==> src/rtl/bomb_controller_if.sv <==
// Bundle of signals between the bomb controller and its puzzle modules.
// The controller owns setup values and enables; modules report strike/defused levels.
interface bomb_controller_if #(
    parameter int NUM_MODULES = 4
);
    logic [NUM_MODULES-1:0] module_strike;
    logic [NUM_MODULES-1:0] module_defused;
    logic [NUM_MODULES-1:0] module_enable;
    logic [NUM_MODULES-1:0] rng_load;
    logic [3:0]             rng_output;

    modport master (
        input  module_strike,
        input  module_defused,
        output module_enable,
        output rng_load,
        output rng_output
    );

    modport slave (
        output module_strike,
        output module_defused,
        input  module_enable,
        input  rng_load,
        input  rng_output
    );
endinterface

==> src/rtl/bomb_controller.sv <==
// Game master: seeds puzzle modules, counts strikes, runs the countdown and
// decides whether the bomb is defused or explodes.
//
// state    | meaning
// IDLE     | waiting for start
// SETUP    | loading one random value per module, one module per cycle
// ARMED    | modules enabled, strikes and timer live
// DEFUSED  | every module solved before explosion; terminal until reset
// EXPLODED | strike limit or timer hit zero; terminal until reset
module bomb_controller #(
    parameter int             NUM_MODULES   = 4,
    parameter int             CLK_FREQ      = 27000000,
    parameter int             TIMER_SECONDS = 300,
    parameter int             MAX_STRIKES   = 3,
    parameter logic [15:0]    LFSR_SEED     = 16'hACE1
) (
    input  logic                   clock,
    input  logic                   reset,
    input  logic                   start,
    bomb_controller_if.master      mod_bus,
    output logic [2:0]             game_state,
    output logic [1:0]             strikes,
    output logic                   strike_pulse,
    output logic [9:0]             seconds_left,
    output logic                   second_tick
);
    typedef enum logic [2:0] {
        IDLE     = 3'd0,
        SETUP    = 3'd1,
        ARMED    = 3'd2,
        DEFUSED  = 3'd3,
        EXPLODED = 3'd4
    } state_t;

    localparam int              PW          = (CLK_FREQ > 1) ? $clog2(CLK_FREQ) : 1;
    localparam logic [PW-1:0]   PRESC_LAST  = PW'(CLK_FREQ - 1);
    localparam logic [9:0]      TIMER_INIT  = 10'(TIMER_SECONDS);
    localparam logic [1:0]      STRIKE_MAX  = 2'(MAX_STRIKES);
    localparam logic [2:0]      IDX_LAST    = 3'(NUM_MODULES - 1);

    state_t                  state_q, state_d;
    logic [2:0]              idx_q, idx_d;
    logic [15:0]             lfsr_q;
    logic [PW-1:0]           prescaler_q, prescaler_d;
    logic [NUM_MODULES-1:0]  strike_d_q;
    logic [NUM_MODULES-1:0]  new_strike;
    logic [NUM_MODULES-1:0]  enable_q, enable_d;
    logic [NUM_MODULES-1:0]  rng_load_q, rng_load_d;
    logic [3:0]              rng_output_q, rng_output_d;
    logic [1:0]              strikes_q, strikes_d, strikes_upd;
    logic                    pulse_q, pulse_d;
    logic                    tick_q, tick_d;
    logic [9:0]              seconds_q, seconds_d;
    logic [3:0]              n_new;
    logic [3:0]              strike_sum;
    logic                    explode;

    assign new_strike = mod_bus.module_strike & ~strike_d_q;

    // Simultaneous edges from several modules each count, saturating at the limit.
    always_comb begin
        n_new = '0;
        for (int i = 0; i < NUM_MODULES; i++) begin
            n_new = n_new + 4'(new_strike[i]);
        end
        strike_sum = {2'b00, strikes_q} + n_new;
        if (strike_sum >= 4'(MAX_STRIKES)) begin
            strikes_upd = STRIKE_MAX;
        end else begin
            strikes_upd = strike_sum[1:0];
        end
    end

    always_ff @(posedge clock) begin
        if (reset) begin
            state_q      <= IDLE;
            idx_q        <= '0;
            lfsr_q       <= LFSR_SEED;
            prescaler_q  <= '0;
            strike_d_q   <= '0;
            enable_q     <= '0;
            rng_load_q   <= '0;
            rng_output_q <= '0;
            strikes_q    <= '0;
            pulse_q      <= 1'b0;
            tick_q       <= 1'b0;
            seconds_q    <= TIMER_INIT;
        end else begin
            state_q      <= state_d;
            idx_q        <= idx_d;
            lfsr_q       <= {lfsr_q[14:0], lfsr_q[15] ^ lfsr_q[13] ^ lfsr_q[12] ^ lfsr_q[10]};
            prescaler_q  <= prescaler_d;
            strike_d_q   <= mod_bus.module_strike;
            enable_q     <= enable_d;
            rng_load_q   <= rng_load_d;
            rng_output_q <= rng_output_d;
            strikes_q    <= strikes_d;
            pulse_q      <= pulse_d;
            tick_q       <= tick_d;
            seconds_q    <= seconds_d;
        end
    end

    always_comb begin
        state_d      = state_q;
        idx_d        = idx_q;
        prescaler_d  = prescaler_q;
        enable_d     = enable_q;
        rng_load_d   = '0;
        rng_output_d = rng_output_q;
        strikes_d    = strikes_q;
        pulse_d      = 1'b0;
        tick_d       = 1'b0;
        seconds_d    = seconds_q;
        explode      = 1'b0;
        case (state_q)
            IDLE: begin
                enable_d = '0;
                if (start) begin
                    state_d      = SETUP;
                    idx_d        = '0;
                    rng_load_d   = NUM_MODULES'(1);
                    rng_output_d = lfsr_q[3:0];
                    seconds_d    = TIMER_INIT;
                    strikes_d    = '0;
                end
            end
            SETUP: begin
                if (idx_q == IDX_LAST) begin
                    state_d     = ARMED;
                    enable_d    = '1;
                    prescaler_d = '0;
                end else begin
                    idx_d        = idx_q + 3'd1;
                    rng_load_d   = NUM_MODULES'(1) << idx_d;
                    rng_output_d = lfsr_q[3:0];
                end
            end
            ARMED: begin
                strikes_d = strikes_upd;
                pulse_d   = |new_strike;
                if (prescaler_q == PRESC_LAST) begin
                    prescaler_d = '0;
                    tick_d      = 1'b1;
                    if (seconds_q != 10'd0) begin
                        seconds_d = seconds_q - 10'd1;
                    end
                end else begin
                    prescaler_d = prescaler_q + 1'b1;
                end
                // A strike-out or timeout beats a defuse landing in the same cycle.
                explode = (strikes_upd == STRIKE_MAX) || (tick_d && (seconds_q == 10'd1));
                if (explode) begin
                    state_d  = EXPLODED;
                    enable_d = '0;
                end else if (&mod_bus.module_defused) begin
                    state_d  = DEFUSED;
                    enable_d = '0;
                end
            end
            DEFUSED, EXPLODED: begin
                enable_d = '0;
            end
            default: begin
                state_d  = IDLE;
                enable_d = '0;
            end
        endcase
    end

    assign game_state             = state_q;
    assign strikes                = strikes_q;
    assign strike_pulse           = pulse_q;
    assign seconds_left           = seconds_q;
    assign second_tick            = tick_q;
    assign mod_bus.module_enable  = enable_q;
    assign mod_bus.rng_load       = rng_load_q;
    assign mod_bus.rng_output     = rng_output_q;
endmodule

==> src/flat_wrapper.sv <==
// flat-port wrapper written by rule: the top's interface ports become plain ports
module bomb_controller_flat 
#(
    parameter int             NUM_MODULES   = 4,
    parameter int             CLK_FREQ      = 27000000,
    parameter int             TIMER_SECONDS = 300,
    parameter int             MAX_STRIKES   = 3,
    parameter logic [15:0]    LFSR_SEED     = 16'hACE1
)
  (clock, reset, start, game_state, strikes, strike_pulse, seconds_left, second_tick, mod_bus_module_strike, mod_bus_module_defused, mod_bus_module_enable, mod_bus_rng_load, mod_bus_rng_output);
  bomb_controller_if #(.NUM_MODULES(NUM_MODULES)) mod_bus_i ();
  input  logic clock;
  input  logic reset;
  input  logic start;
  output logic [2:0] game_state;
  output logic [1:0] strikes;
  output logic strike_pulse;
  output logic [9:0] seconds_left;
  output logic second_tick;
  input wire logic [$bits(mod_bus_i.module_strike)-1:0] mod_bus_module_strike;
  input wire logic [$bits(mod_bus_i.module_defused)-1:0] mod_bus_module_defused;
  output wire logic [$bits(mod_bus_i.module_enable)-1:0] mod_bus_module_enable;
  output wire logic [$bits(mod_bus_i.rng_load)-1:0] mod_bus_rng_load;
  output wire logic [$bits(mod_bus_i.rng_output)-1:0] mod_bus_rng_output;
  assign mod_bus_i.module_strike = mod_bus_module_strike;
  assign mod_bus_i.module_defused = mod_bus_module_defused;
  assign mod_bus_module_enable = mod_bus_i.module_enable;
  assign mod_bus_rng_load = mod_bus_i.rng_load;
  assign mod_bus_rng_output = mod_bus_i.rng_output;
  bomb_controller #(.NUM_MODULES(NUM_MODULES), .CLK_FREQ(CLK_FREQ), .TIMER_SECONDS(TIMER_SECONDS), .MAX_STRIKES(MAX_STRIKES), .LFSR_SEED(LFSR_SEED)) u_core (.clock(clock), .reset(reset), .start(start), .mod_bus(mod_bus_i), .game_state(game_state), .strikes(strikes), .strike_pulse(strike_pulse), .seconds_left(seconds_left), .second_tick(second_tick));
endmodule
==> config.mk <==
export PLATFORM = sky130hd
export DESIGN_NAME = bomb_controller_flat
export DESIGN_NICKNAME = d
export VERILOG_FILES = /design/src/rtl/bomb_controller_if.sv /design/src/rtl/bomb_controller.sv /design/src/flat_wrapper.sv
export SDC_FILE = /design/constraint.sdc
export NUM_CORES = 1
export LEC_CHECK = 0
export CORE_ASPECT_RATIO = 0.9
export CORE_MARGIN = 2
export CORE_UTILIZATION = 36
export DETAILED_ROUTE_END_ITERATION = 10
export PLACE_DENSITY = 0.64
export SYNTH_ARGS = -nofsm -noshare
export SYNTH_HDL_FRONTEND = slang
export SYNTH_SLANG_ARGS = --single-unit
==> constraint.sdc <==
create_clock -name clock -period 2.6 [get_ports clock]
set_clock_uncertainty 0.05 [all_clocks]
set_input_delay 0.39 -clock clock [delete_from_list [all_inputs] [get_ports clock]]
set_output_delay 0.39 -clock clock [all_outputs]
set_load 0.05 [all_outputs]
; Word level (Yosys, flattened, before mapping)
; Index checks and enable logic that the tools add are counted.
[word_totals]
output_inout_bits = 29
ff_bits = 77
elab_cells = 89
[classes]
shift = 1
magnitude_cmp = 1
eq_ne = 14
muxes = 30
reduce_logical = 17
n_bitwise = 7
n_addsub = 7
[op_table]
columns = cell, n
row1 = 25-bit two-way mux, 2
row2 = 25-bit one-hot mux with 2 select lines, 1
row3 = 10-bit two-way mux, 3
row4 = "25-bit by 1-bit adder with 25-bit output, second input constant", 1
row5 = "25-bit == test, second input constant", 1
row6 = 4-bit two-way mux, 6
row7 = 4-bit one-hot mux with 2 select lines, 3
row8 = 10-bit one-hot mux with 2 select lines, 1
row9 = 3-bit two-way mux, 6
row10 = 3-bit one-hot mux with 4 select lines, 1
row11 = 4-bit AND reduction, 3
row12 = "10-bit by 1-bit == test with 1-bit output, second input constant", 1
row13 = 10-bit nonzero test, 1
row14 = "10-bit by 1-bit subtractor with 10-bit output, second input constant", 1
row15 = "3-bit by 2-bit == test with 1-bit output, second input constant", 3
row16 = 4-bit by 1-bit adder with 4-bit output, 2
row17 = "2-bit by 1-bit != test with 1-bit output, second input constant", 3
row18 = 3-bit one-hot mux with 2 select lines, 1
row19 = 2-bit AND reduction, 3
row20 = 2-bit nonzero test, 3
row21 = 2-bit by 4-bit adder with 4-bit output, 1
row22 = 4-bit bitwise AND, 1
row23 = "4-bit by 2-bit greater-or-equal comparator with 1-bit output, second input constant", 1
row24 = 2-bit two-way mux, 2
row25 = other kinds (19), 26

; Depth between registers and ports, before layout
; Gate-level depths: netlist of run 1.
[depth]
ltp_word = 12
depth_mapped = 11
depth_no_buf = 11

; Worst setup path before layout of run 1
; Ideal clock, no wire load.
[synth_timing]
path_kind = in2reg
from = input port mod_bus_module_strike[0]
to = register u_core.state_q[0] (netlist: u_core.game_state[0])
arrival_time_ns = 2.591
path_stages = 10
setup_ns = 0.119
setup_slack_ns = -0.160
path_cell_list = nor2b_1 ha_1 fa_1 ha_1 fa_1 and2_1 a21oi_1 a21oi_1 o21a_1 o221a_2
[synth_between]
elab_chain_cells = 11
elab_cells_between_ends = 13
classes_between = 4 x add/sub / 1 x order compare / 2 x eq/ne / 3 x mux / 1 x bitwise / 2 x reduce/logical
[synth_lines]
columns = item, line
row1 = "start, declared", flat_wrapper.sv:20  ; input wire logic [$bits(mod_bus_i.module_strike)-1:0] mod_bus_module_strike;
row2 = 4-bit bitwise AND *, bomb_controller.sv:58  ; assign new_strike = mod_bus.module_strike & ~strike_d_q;
row3 = 1-bit by 1-bit adder with 2-bit output *, bomb_controller.sv:64  ; n_new = n_new + 4'(new_strike[i]);
row4 = 4-bit by 1-bit adder with 4-bit output * (2 in a row), bomb_controller.sv:64
row5 = 2-bit by 4-bit adder with 4-bit output *, bomb_controller.sv:66  ; strike_sum = {2'b00, strikes_q} + n_new;
row6 = 4-bit by 2-bit greater-or-equal comparator with 1-bit output, bomb_controller.sv:67  ; if (strike_sum >= 4'(MAX_STRIKES)) begin
row7 = 2-bit two-way mux *, bomb_controller.sv:67
row8 = 2-bit == test *, bomb_controller.sv:152  ; explode = (strikes_upd == STRIKE_MAX) || (tick_d && (seconds_q == 10'd1));
row9 = 1-bit logical OR *, bomb_controller.sv:152
row10 = 3-bit by 1-bit != test with 1-bit output (no line) / 3-bit two-way mux (equally long branches), -
row11 = 4-bit AND reduction (no line) / 3-bit one-hot mux with 4 select lines (equally long branches), -
row12 = "end signal, assigned", bomb_controller.sv:89  ; state_q <= state_d;
row13 = "end, declared", bomb_controller.sv:41  ; state_t state_q, state_d;
; Mark *: on every way between the ends. The rest lies on a longest branch, timed or not.
; A chain may end at the register's enable or synchronous reset.

; Final worst setup path of run 1
[layout_timing]
from = register u_core.strike_d_q[1]
to = register u_core.state_q[0] (netlist: u_core.game_state[0])
[layout_between]
elab_chain_cells = 12
elab_cells_between_ends = 14
classes_between = 4 x add/sub / 1 x order compare / 2 x eq/ne / 3 x mux / 2 x bitwise / 2 x reduce/logical
[layout_lines]
columns = item, line
row1 = "start, declared", bomb_controller.sv:45  ; logic [NUM_MODULES-1:0] strike_d_q;
row2 = "start signal, assigned", bomb_controller.sv:93  ; strike_d_q <= mod_bus.module_strike;
row3 = 4-bit NOT *, bomb_controller.sv:58
row4 = 4-bit bitwise AND *, bomb_controller.sv:58
row5 = 1-bit by 1-bit adder with 2-bit output *, bomb_controller.sv:64
row6 = 4-bit by 1-bit adder with 4-bit output * (2 in a row), bomb_controller.sv:64
row7 = 2-bit by 4-bit adder with 4-bit output *, bomb_controller.sv:66
row8 = 4-bit by 2-bit greater-or-equal comparator with 1-bit output, bomb_controller.sv:67
row9 = 2-bit two-way mux *, bomb_controller.sv:67
row10 = 2-bit == test *, bomb_controller.sv:152
row11 = 1-bit logical OR *, bomb_controller.sv:152
row12 = 3-bit by 1-bit != test with 1-bit output (no line) / 3-bit two-way mux (equally long branches), -
row13 = 4-bit AND reduction (no line) / 3-bit one-hot mux with 4 select lines (equally long branches), -
; Marks and branches as above.

==> metrics.cfg, run 1 <==
[status]
status=complete, no violations

[detailed_routing]
first_pass_iters=4
drtIter0Drc=122
antenna_left=0
drc=0
vias=3184
viasPerCell=5.25
wl_per_cell_um=14.4
drt_wl_total_um=8700

[finish]
final_area_um2=4580
syn2layout_area_growth_pct=25.8
final_net_count=503
drive_gt1_share_pct=16.0
antenna-diode-count=0
stdcell_count=606

[pwr]
leakage_nw=1.67
ir_drop_v=0.000434
pwr-share-seq_pct=50.9
p_comb_share_pct=11.8
power.share.clock_pct=37.3
p_switching_w=0.000609
powerDensity_nw_per_um2=511
p_int_w=0.00173
swShare_pct=26.0

[floorplan]
io_pins=40
core_um2=9740
die_area_um2=10900
die_x_um=110
row_count=34
start_util_pct=37.3
dieHeight_um=99.4

[logic_synthesis]
async_flop_share_pct=0
synth_top_area_share_pct=40.7
synth_edf_count=0
yosysUniqueCellTypes=52
yosysWarnings=0
synth_area_leaders=dfxtp_1 (41%), ha_1 (4.8%), a21oi_1 (3.7%), nand2_1 (3.5%), nand3_1 (2.9%)
ys_seq_elements=74
synth_ff_type=dfxtp_1
yosys.area.top_type=dfxtp_1
syn_inst=418
synth_nets=445
synth-seq-area-share_pct=40.7
synth.cell_area_um2=3640
avgSynthCellArea_um2=8.70

[timing]
hold_viol=0
fmax_ghz=0.395
worstMarginPinSlew_ps=705
holdWs_ps=359
setup_tns_ps=0
fin_ws_ps=66.3
setup_viol=0
fin_crit_ps=2530
grt_setup_unrepaired=yes
finalMaxSlewViolations=0
post-route-period-util_pct=97.4
slew_headroom_pct=52.5

[clock_tree]
numCtsBuffers=9
cts.sinks=74
cts.reportedPaths.clkPinSlew_ps=80
cts-root-buf=clkbuf_8
cts_tree=done
cts_buffer_depth=2
insertion_delay_ps=350
htree_levels=3

[place]
port_buffers=39
placed_cell_area_um2=4210
gp_congestion=0.808
dp_hpwl_um=5770
dp.cells=577
dp_slack_ps=-534

[min_path]
min_path_type=reg -> reg
hold_start=u_core.lfsr_q[14]

[critical_path]
endpoint=u_core.game_state[0]
reg2reg_to=u_core.game_state[0]
slowest_delay_ps=400
path_class=reg -> reg
crit_arrival_ps=2730
cp_common_cell=a21oi_4
crit_fanout=3
crit_required_ps=2800
r2r_cells=11
cp-start-kind=register
startpoint=u_core.strike_d_q[1]
endpoint_kind=register
timing.rr.start=u_core.strike_d_q[1]
critPathSlowestCell=fa_1
path_cells=nand2b_4 > inv_4 > ha_4 > fa_1 > ha_2 > fa_2 > and2_4 > a21oi_4 > a21oi_4 > o21a_1 > o221a_2
reg2reg_setup_slack_ps=70

[global_route]
grt_pass1_vias=3072
antenna_found_initial=0
grt.total_usage_pct=16.7
grt_pass1_wl_um=14400
grt_start_max_net_pins=35
overflow=0

[flow_run]
max_cap_violations=0

-- sequential cells by signal (all words and copies together), names as in the netlist, 3 cells and up --
signal / flops
u_core.strike_d_q: 4
u_core.lfsr_q: 16
u_core.prescaler_q: 25
u_core.idx_q: 3
u_core.mod_bus.rng_load: 4
u_core.seconds_left: 10
u_core.game_state: 3
u_core.mod_bus.rng_output: 4
-- synthesized netlist by cell type, drive strengths merged (3+ instances only) --
| cell | instances |
|---|---|
| dfxtp | 74 |
| nand2 | 34 |
| nor2 | 28 |
| a21oi | 27 |
| o21ai | 24 |
| inv | 21 |
| nand3 | 21 |
| nor2b | 16 |
| ha | 14 |
| a31oi | 12 |
| clkbuf | 12 |
| buf | 10 |
| mux2i | 10 |
| nor3 | 10 |
| or2 | 10 |
| or4 | 10 |
| and2 | 8 |
| nor4 | 8 |
| or3 | 7 |
| a211oi | 5 |
| and3 | 5 |
| nand4 | 5 |
| o31ai | 5 |
| o21a | 4 |
| a21o | 3 |
| nand2b | 3 |
| o211ai | 3 |
| xor2 | 3 |
-- critical path, delay by kind of cell, from the launching register on --
family                   cells  cell delay, ps
flip-flops                   1             320
AND/OR/NAND/NOR              2             280
adder cells (fa/ha/maj)      4            1190
buffers and inverters        1              40
AO/OA/AOI/OAI                4             540
-- worst min-delay path by stage --
stage                           endpoint  slack (ps)  depth (start not counted)
floorplan              u_core.lfsr_q[10]         340                          1
detailed placement     u_core.lfsr_q[15]         350                          1
finish                 u_core.lfsr_q[15]         360                          1
global placement        u_core.lfsr_q[6]         340                          1
global route        u_core.strike_d_q[0]         370                          2
CTS                    u_core.lfsr_q[10]         360                          1
-- layer usage --
layer / track usage [%] / up-vias / part of all wire [%] / wire, um
li1: - / 1608 / - / -
met1: 21.3 / 1504 / 47 / 4120
met2: 26.2 / 57 / 47 / 4050
met3: 5.11 / 15 / 4.3 / 378
met4: 6.52 / 0 / 1.8 / 157
met5: 0 / - / 0 / 0
-- metrics by stage --
step                utilization (%)  total power, W
floorplan                         -         0.00137
global placement               43.2         0.00145
detailed placement             43.2         0.00145
CTS                            46.6         0.00234
global route                   47.0         0.00242
finish                         47.0         0.00234
-- power groups by stage --
stage                     clock (W)  sequential (W)  combinational, W
final                      0.000873         0.00119          0.000277
after global routing       0.000928         0.00120          0.000301
after CTS                  0.000889         0.00119          0.000263
after detailed placement          0         0.00121          0.000236
after global placement            0         0.00121          0.000231
after floorplan                   0         0.00125          0.000124
-- kinds of logic after synthesis --
| family | share of synthesized area, % |
|---|---|
| and+or+nand+nor | 27.8 |
| AOI/OAI and AO/OA | 16.8 |
| DFF | 40.7 |
| buffers and inverters | 5.06 |
| adders and majority gates | 5.92 |
| muxes | 2.75 |
| xor gates and xnor gates | 0.963 |
-- placed cells by master (no fill, tap or decap), drive strengths merged, types with 3 or more instances in the layout --
cell,netlist,layout
a211oi,5,5
a21o,3,3
a21oi,27,27
a31oi,12,12
and2,8,8
and3,5,5
buf,10,30
clkbuf,12,10
clkdlybuf4s50,0,37
clkinv,0,3
dfxtp,74,74
ha,14,14
inv,21,21
mux2i,10,10
nand2,34,34
nand2b,3,3
nand3,21,21
nand4,5,5
nor2,28,28
nor2b,16,16
nor3,10,10
nor4,8,8
o211ai,3,3
o21a,4,4
o21ai,24,24
o31ai,5,5
or2,10,10
or3,7,7
or4,10,10
xor2,3,3
-- layout make-up --
class,instances,area (um^2)
flip-flops and latches,74,1480
clock buffers,10,128
inverters,21,81.3
fillers,934,5170
multi-input cells,301,2050
clock inverters,5,56.3
well taps,126,158
repair buffers,69,617
-- repair_timing --
action	in CTS	in global routing
resized for setup	11	8
buffers inserted	14	1
pin swaps	4	5
setup endpoints to repair	4	6
hold endpoints to repair	0	0
hold buffers	0	0
Power figures use the tool's default switching activity.
==> run 2, diff against run 1 <==
--- a/config.mk
+++ b/config.mk
@@ -6,7 +6,7 @@
 export NUM_CORES = 1
 export LEC_CHECK = 0
 export CORE_ASPECT_RATIO = 0.9
-export CORE_MARGIN = 2
+export CORE_MARGIN = 1
 export CORE_UTILIZATION = 36
 export DETAILED_ROUTE_END_ITERATION = 10
 export PLACE_DENSITY = 0.64
==> metrics.cfg, run 2 (synthesized netlist as in run 1, its figures left out) <==
[timing]
post-route-period-util_pct=97.3
finalMaxSlewViolations=0
fmax_ghz=0.395
fin_ws_ps=70.7
hold_viol=0
fin_crit_ps=2530
grt_setup_unrepaired=yes
setup_viol=0
worstMarginPinSlew_ps=660
holdWs_ps=355
slew_headroom_pct=55.5
setup_tns_ps=0

[critical_path]
cp-start-kind=register
critPathSlowestCell=fa_1
path_class=reg -> reg
r2r_cells=11
endpoint_kind=register
crit_arrival_ps=2730
reg2reg_setup_slack_ps=70
timing.rr.start=u_core.strike_d_q[1]
crit_fanout=3
path_cells=nand2b_4 > inv_2 > ha_4 > fa_1 > ha_2 > fa_2 > and2_4 > a21oi_4 > a21oi_2 > o21a_1 > o221a_2
critPathTopFamily=adder cells
crit_required_ps=2800
reg2reg_to=u_core.game_state[0]
cp_num_buf_inv=1
startpoint=u_core.strike_d_q[1]
slowest_delay_ps=400

[pwr]
power.total_w=0.00234
powerDensity_nw_per_um2=522
pwr-share-seq_pct=50.8
ir_drop_v=0.000362
power.share.clock_pct=38.5
p_switching_w=0.000614
p_int_w=0.00173
p_comb_share_pct=10.6
leakage_nw=1.63
swShare_pct=26.2

[floorplan]
die_x_um=108
die_area_um2=10500
io_pins=40
dieHeight_um=97.4
row_count=34
core_um2=9740
start_util_pct=37.3

[detailed_routing]
drc=0
drtIter0Drc=174
vias=3153
first_pass_iters=4
antenna_left=0
wl_per_cell_um=14.0
drt_wl_total_um=8330
viasPerCell=5.29

[clock_tree]
cts.reportedPaths.clkPinSlew_ps=80
cts_buffer_depth=2
cts.sinks=74
cts-root-buf=clkbuf_8
htree_levels=3
cts_tree=done
numCtsBuffers=9
insertion_delay_ps=350

[finish]
syn2layout_area_growth_pct=23.2
drive_gt1_share_pct=13.6
seq_area_um2=1480
top_register=u_core.prescaler_q
final_net_count=492
largest_reg_flops=25
final_common_cell=dfxtp_1
fill_cells=941
multiInputGateArea_um2=2030
layout_common_cells=dfxtp_1 (74), clkdlybuf4s50_1 (37), nand2_1 (34)
antenna-diode-count=0

[min_path]
hold_start=mod_bus_module_strike[0]
min_path_type=in -> reg
min_to=u_core.strike_d_q[0]
min_path_cells=2

[global_route]
grt.total_usage_pct=16.7
overflow=0
grt_pass1_vias=2961
grt_pass1_wl_um=13900
grt_start_max_net_pins=35
antenna_found_initial=0

[flow_run]
max_cap_violations=0

[status]
status=complete, no violations

[place]
gp_congestion=0.815
dp_hpwl_um=5900
dp_slack_ps=-559
port_buffers=39

[run 2: cell types whose count changed in the layout (fill, tap and decap cells not counted), moves of 2 or more]
| cell | change |
|---|---|
| inv_6 | +2 |
| dfxtp_2 | -2 |
| buf_4 | -10 |
| dfxtp_1 | +2 |
[run 2: area by class of cell]
class | instances | share of cell area, %
Timing Repair Buffer | 58 | 11.8
Clock buffer | 9 | 2.76
Inverter | 21 | 1.76
Clock inverter | 7 | 1.73
Multi-Input combinational cell | 301 | 45.3
Sequential cell | 74 | 33.1
Tap cell | 126 | 3.52
[run 2: worst register-to-register path: cells and delay by family, from the launching register on]
kind | cells | cell delay (ps)
compound gates | 4 | 530
flops | 1 | 310
fa+ha+maj | 4 | 1220
simple gates | 2 | 280
buf+inv | 1 | 40
[run 2: worst max-delay path by stage]
stage	slack (ps)	to	cells past startpoint
2_1_floorplan	40	u_core.game_state[0]	10
3_3_place_gp	-500	u_core.game_state[2]	9
3_5_place_dp	-560	u_core.game_state[2]	9
4_1_cts	6	u_core.game_state[0]	10
5_1_grt	-6	u_core.game_state[0]	11
6_report	70	u_core.game_state[0]	11
[run 2: layer usage]
layer | part of all wire (%) | global-route usage, % | up-vias
met1 | 48 | 21.7 | 1490
met2 | 47 | 26.0 | 68
met5 | 0 | 0 | -
met3 | 4.0 | 5.77 | 8
li1 | - | - | 1587
met4 | 0.86 | 4.74 | 0
[run 2: stage by stage]
stage / util [%] / instances / cell area (um^2)
3_5_place_dp: 43.2 / 577 / 4210
3_3_place_gp: 43.2 / 577 / 4210
2_1_floorplan: - / 418 / 3650
4_1_cts: 45.8 / 595 / 4460
6_report: 46.0 / 596 / 4480
5_1_grt: 46.0 / 596 / 4480
[run 2: what timing repair did]
action / 4_1_cts / 5_1_grt
pin swaps: 4 / 3
setup endpoints to repair: 4 / 5
resized for setup: 9 / 3
hold buffers: 0 / 0
buffers inserted: 2 / 1
[run 2: power groups by stage]
| stage | registers (W) | clock network (W) | logic [W] |
|---|---|---|---|
| finish | 0.00119 | 0.000902 | 0.000249 |
| global route | 0.00119 | 0.000984 | 0.000272 |
| detailed placement | 0.00122 | 0 | 0.000236 |
| global placement | 0.00122 | 0 | 0.000231 |
| floorplan | 0.00125 | 0 | 0.000124 |
| CTS | 0.00119 | 0.000936 | 0.000246 |
==> run 3, diff against run 2 <==
--- a/config.mk
+++ b/config.mk
@@ -6,7 +6,7 @@
 export NUM_CORES = 1
 export LEC_CHECK = 0
 export CORE_ASPECT_RATIO = 0.9
-export CORE_MARGIN = 1
+export CORE_MARGIN = 2
 export CORE_UTILIZATION = 36
 export DETAILED_ROUTE_END_ITERATION = 10
 export PLACE_DENSITY = 0.64
==> results of run 3 <==
The final DEF is identical to that of run 1; final timing and power are the same.
==> edit (settings of run 2) <==
`NUM_MODULES` is set to 4 in 3 places; all go to 3.
--- a/src/rtl/bomb_controller_if.sv
+++ b/src/rtl/bomb_controller_if.sv
@@ -1,7 +1,7 @@
 // Bundle of signals between the bomb controller and its puzzle modules.
 // The controller owns setup values and enables; modules report strike/defused levels.
 interface bomb_controller_if #(
-    parameter int NUM_MODULES = 4
+    parameter int NUM_MODULES = 3
 );
     logic [NUM_MODULES-1:0] module_strike;
     logic [NUM_MODULES-1:0] module_defused;
--- a/src/rtl/bomb_controller.sv
+++ b/src/rtl/bomb_controller.sv
@@ -8,7 +8,7 @@
 // DEFUSED  | every module solved before explosion; terminal until reset
 // EXPLODED | strike limit or timer hit zero; terminal until reset
 module bomb_controller #(
-    parameter int             NUM_MODULES   = 4,
+    parameter int             NUM_MODULES   = 3,
     parameter int             CLK_FREQ      = 27000000,
     parameter int             TIMER_SECONDS = 300,
     parameter int             MAX_STRIKES   = 3,
--- a/src/flat_wrapper.sv
+++ b/src/flat_wrapper.sv
@@ -1,7 +1,7 @@
 // flat-port wrapper written by rule: the top's interface ports become plain ports
 module bomb_controller_flat 
 #(
-    parameter int             NUM_MODULES   = 4,
+    parameter int             NUM_MODULES   = 3,
     parameter int             CLK_FREQ      = 27000000,
     parameter int             TIMER_SECONDS = 300,
     parameter int             MAX_STRIKES   = 3,
Ports: changed (resized mod_bus_module_defused, mod_bus_module_enable, mod_bus_module_strike and mod_bus_rng_load); port bits go from 40 to 36. The function was not compared with the original's and may differ.
==> edit against run 2 <==
Die area shrank 3.1%; sequential cell count is 2 lower; routed wire length decreased by 1.3%; largest cell class unchanged; setup slack improved by 0.062 ns; first-iteration DRC count is 2.3% lower; synthesized cell count is 0.96% lower; synthesized area shrank 3.2%; utilization decreased by 0.56 points; final area decreased by 5.8%; total power shrank 1.6%; combinational power down 21%.
==> edit: results (changes against run 2) <==
share of cells above drive strength 1=0.0933 (was 0.136); reg2reg end=u_core.seconds_left[1] (was u_core.game_state[0]); Static Leak=0.00144 uW (was 0.00163 uW); peak supply drop=0.000331 V (was 0.000362 V); post-route cell area=0.00422 mm^2 (was 0.00448 mm^2); buffer depth of the longest clock path=2 (unchanged); hold path cells=1 (was 2); clock buffer count from CTS=9 (unchanged); largest driver fanout on the critical path=4 (was 3); Fillers=921 (was 941); post-place instance area=0.00401 mm^2 (was 0.00421 mm^2); reg2reg start=u_core.prescaler_q[0] (was u_core.strike_d_q[1]); total number of H-tree levels=3 (unchanged); max reg flops=25 (unchanged); status=complete, no violations (unchanged); HP Start=u_core.lfsr_q[4] (was mod_bus_module_strike[0]); Avg WL per Cell=14.4 um (was 14.0 um); IO Port Bufs=35 (was 39); routed vias=3125 (was 3153); Synthesis Warnings=0 (unchanged); Cells after Synth=414 (was 418); pin count of the biggest net entering global routing=35 (unchanged); hold_ws=0.363 ns (was 0.355 ns); number of global-route vias before repair=2726 (was 2961); Distinct cells, synth=51 (was 52); Reg with most FFs=u_core.prescaler_q (unchanged); Slew HR=0.588 (was 0.555); first-pass GRT wire length=13500 um (was 13900 um); hpwl dp=5510 um (was 5900 um); Setup Fix Bufs, Post-CTS=0 (was 2); Hold Crit Class=reg -> reg (was in -> reg); placed insts=556 (was 577); initial detailed-routing violation count=170 (was 174); Starting Density=0.379 (was 0.373); Area contributors post-synth=dfxtp_1, a31oi_1, nand2_1, ha_1, or4_1 (was dfxtp_1, ha_1, a21oi_1, nand2_1, nand3_1); Final Hold Vio Count=0 (unchanged); leading area contributor after synthesis=dfxtp_1 (unchanged); drt via density=5.46 (was 5.29); CTS clock-pin slew for the worst setup and hold paths=0.09 ns; CP arrival=2.67 ns (was 2.73 ns); CTS Root Cell=clkbuf_8 (unchanged); Worst R2R Path Depth=6 (was 11); syn nets=435 (was 445); Final #Nets=466 (was 492); switching pwr=631 uW (was 614 uW); commonest cells in the netlist=dfxtp_1, nand2_1, a31oi_1, nand3_1, nor2_1 (was dfxtp_1, nand2_1, nor2_1, a21oi_1); crit path launch=mod_bus_module_strike[1] (was u_core.strike_d_q[1]); drt first pass iters=4 (unchanged); sequential area share after synthesis=0.409 (was 0.407); flop2flop setup slack=0.22 ns (was 0.07 ns); clk_lat worst skew=0.36 ns; GPL Wtd Cong=0.840 (was 0.815); Hold Path End=u_core.lfsr_q[5] (was u_core.strike_d_q[0]); # diodes=0 (unchanged); initial antenna violation count=0 (unchanged); ys async rst share=0 (unchanged); global-route usage over all layers=0.169 (was 0.167)
-- edit: area by class of cell --
class,instances,area share
Tap cell,122,0.0362
Multi-Input combinational cell,302,0.454
Inverter,13,0.0116
Clock inverter,7,0.0199
Sequential cell,72,0.341
Clock buffer,9,0.0293
Timing Repair Buffer,47,0.107
-- edit: what timing repair did --
item	in CTS	in global routing
endpoints found under the hold margin	0	0
resized for setup	0	2
endpoints found under the setup margin	0	1
-- edit: kinds of logic (layout without fill, tap and decap cells) --
family,Yosys count,count (layout),share of synthesized area
flops,72,72,0.409
simple gates,194,194,0.313
xor+xnor,5,5,0.0124
compound gates,83,83,0.147
buf+inv,40,76,0.0487
mux,8,8,0.0227
fa+ha+maj,12,12,0.0469
-- edit: power groups by stage --
stage / logic, uW / registers (uW) / clock network (uW)
floorplan: 104 / 1200 / 0
global placement: 190 / 1180 / 0
detailed placement: 192 / 1180 / 0
CTS: 193 / 1150 / 984
global route: 215 / 1160 / 1030
finish: 196 / 1150 / 956
-- edit: worst max-delay path by stage --
stage | to | slack, ns | depth (start not counted)
finish | u_core.game_state[2] | 0.13 | 9
detailed placement | u_core.game_state[2] | -0.27 | 9
CTS | u_core.game_state[2] | 0.1 | 9
global placement | u_core.game_state[2] | -0.26 | 9
floorplan | u_core.game_state[2] | 0.31 | 8
global route | u_core.game_state[2] | 0.03 | 9
-- edit: stage by stage --
stage	setup WS (ns)	power, uW
floorplan	0.312	1310
global placement	-0.255	1370
detailed placement	-0.273	1370
CTS	0.0963	2330
global route	0.0256	2400
finish	0.133	2300
-- edit: per-layer routing --
layer | track usage | share of wire
met1 | 0.229 | 0.51
met2 | 0.257 | 0.43
met3 | 0.0528 | 0.052
met4 | 0.0498 | 0.0095
met5 | 0 | 0
-- edit: critical path: stages --
cell and delay, ns:
clkdlybuf4s50_1 0.46, nor2b_1 0.16, inv_1 0.06, ha_1 0.29, fa_1 0.41, fa_1 0.47, a21oi_2 0.18, o21ai_2 0.09
a21o_1 0.17
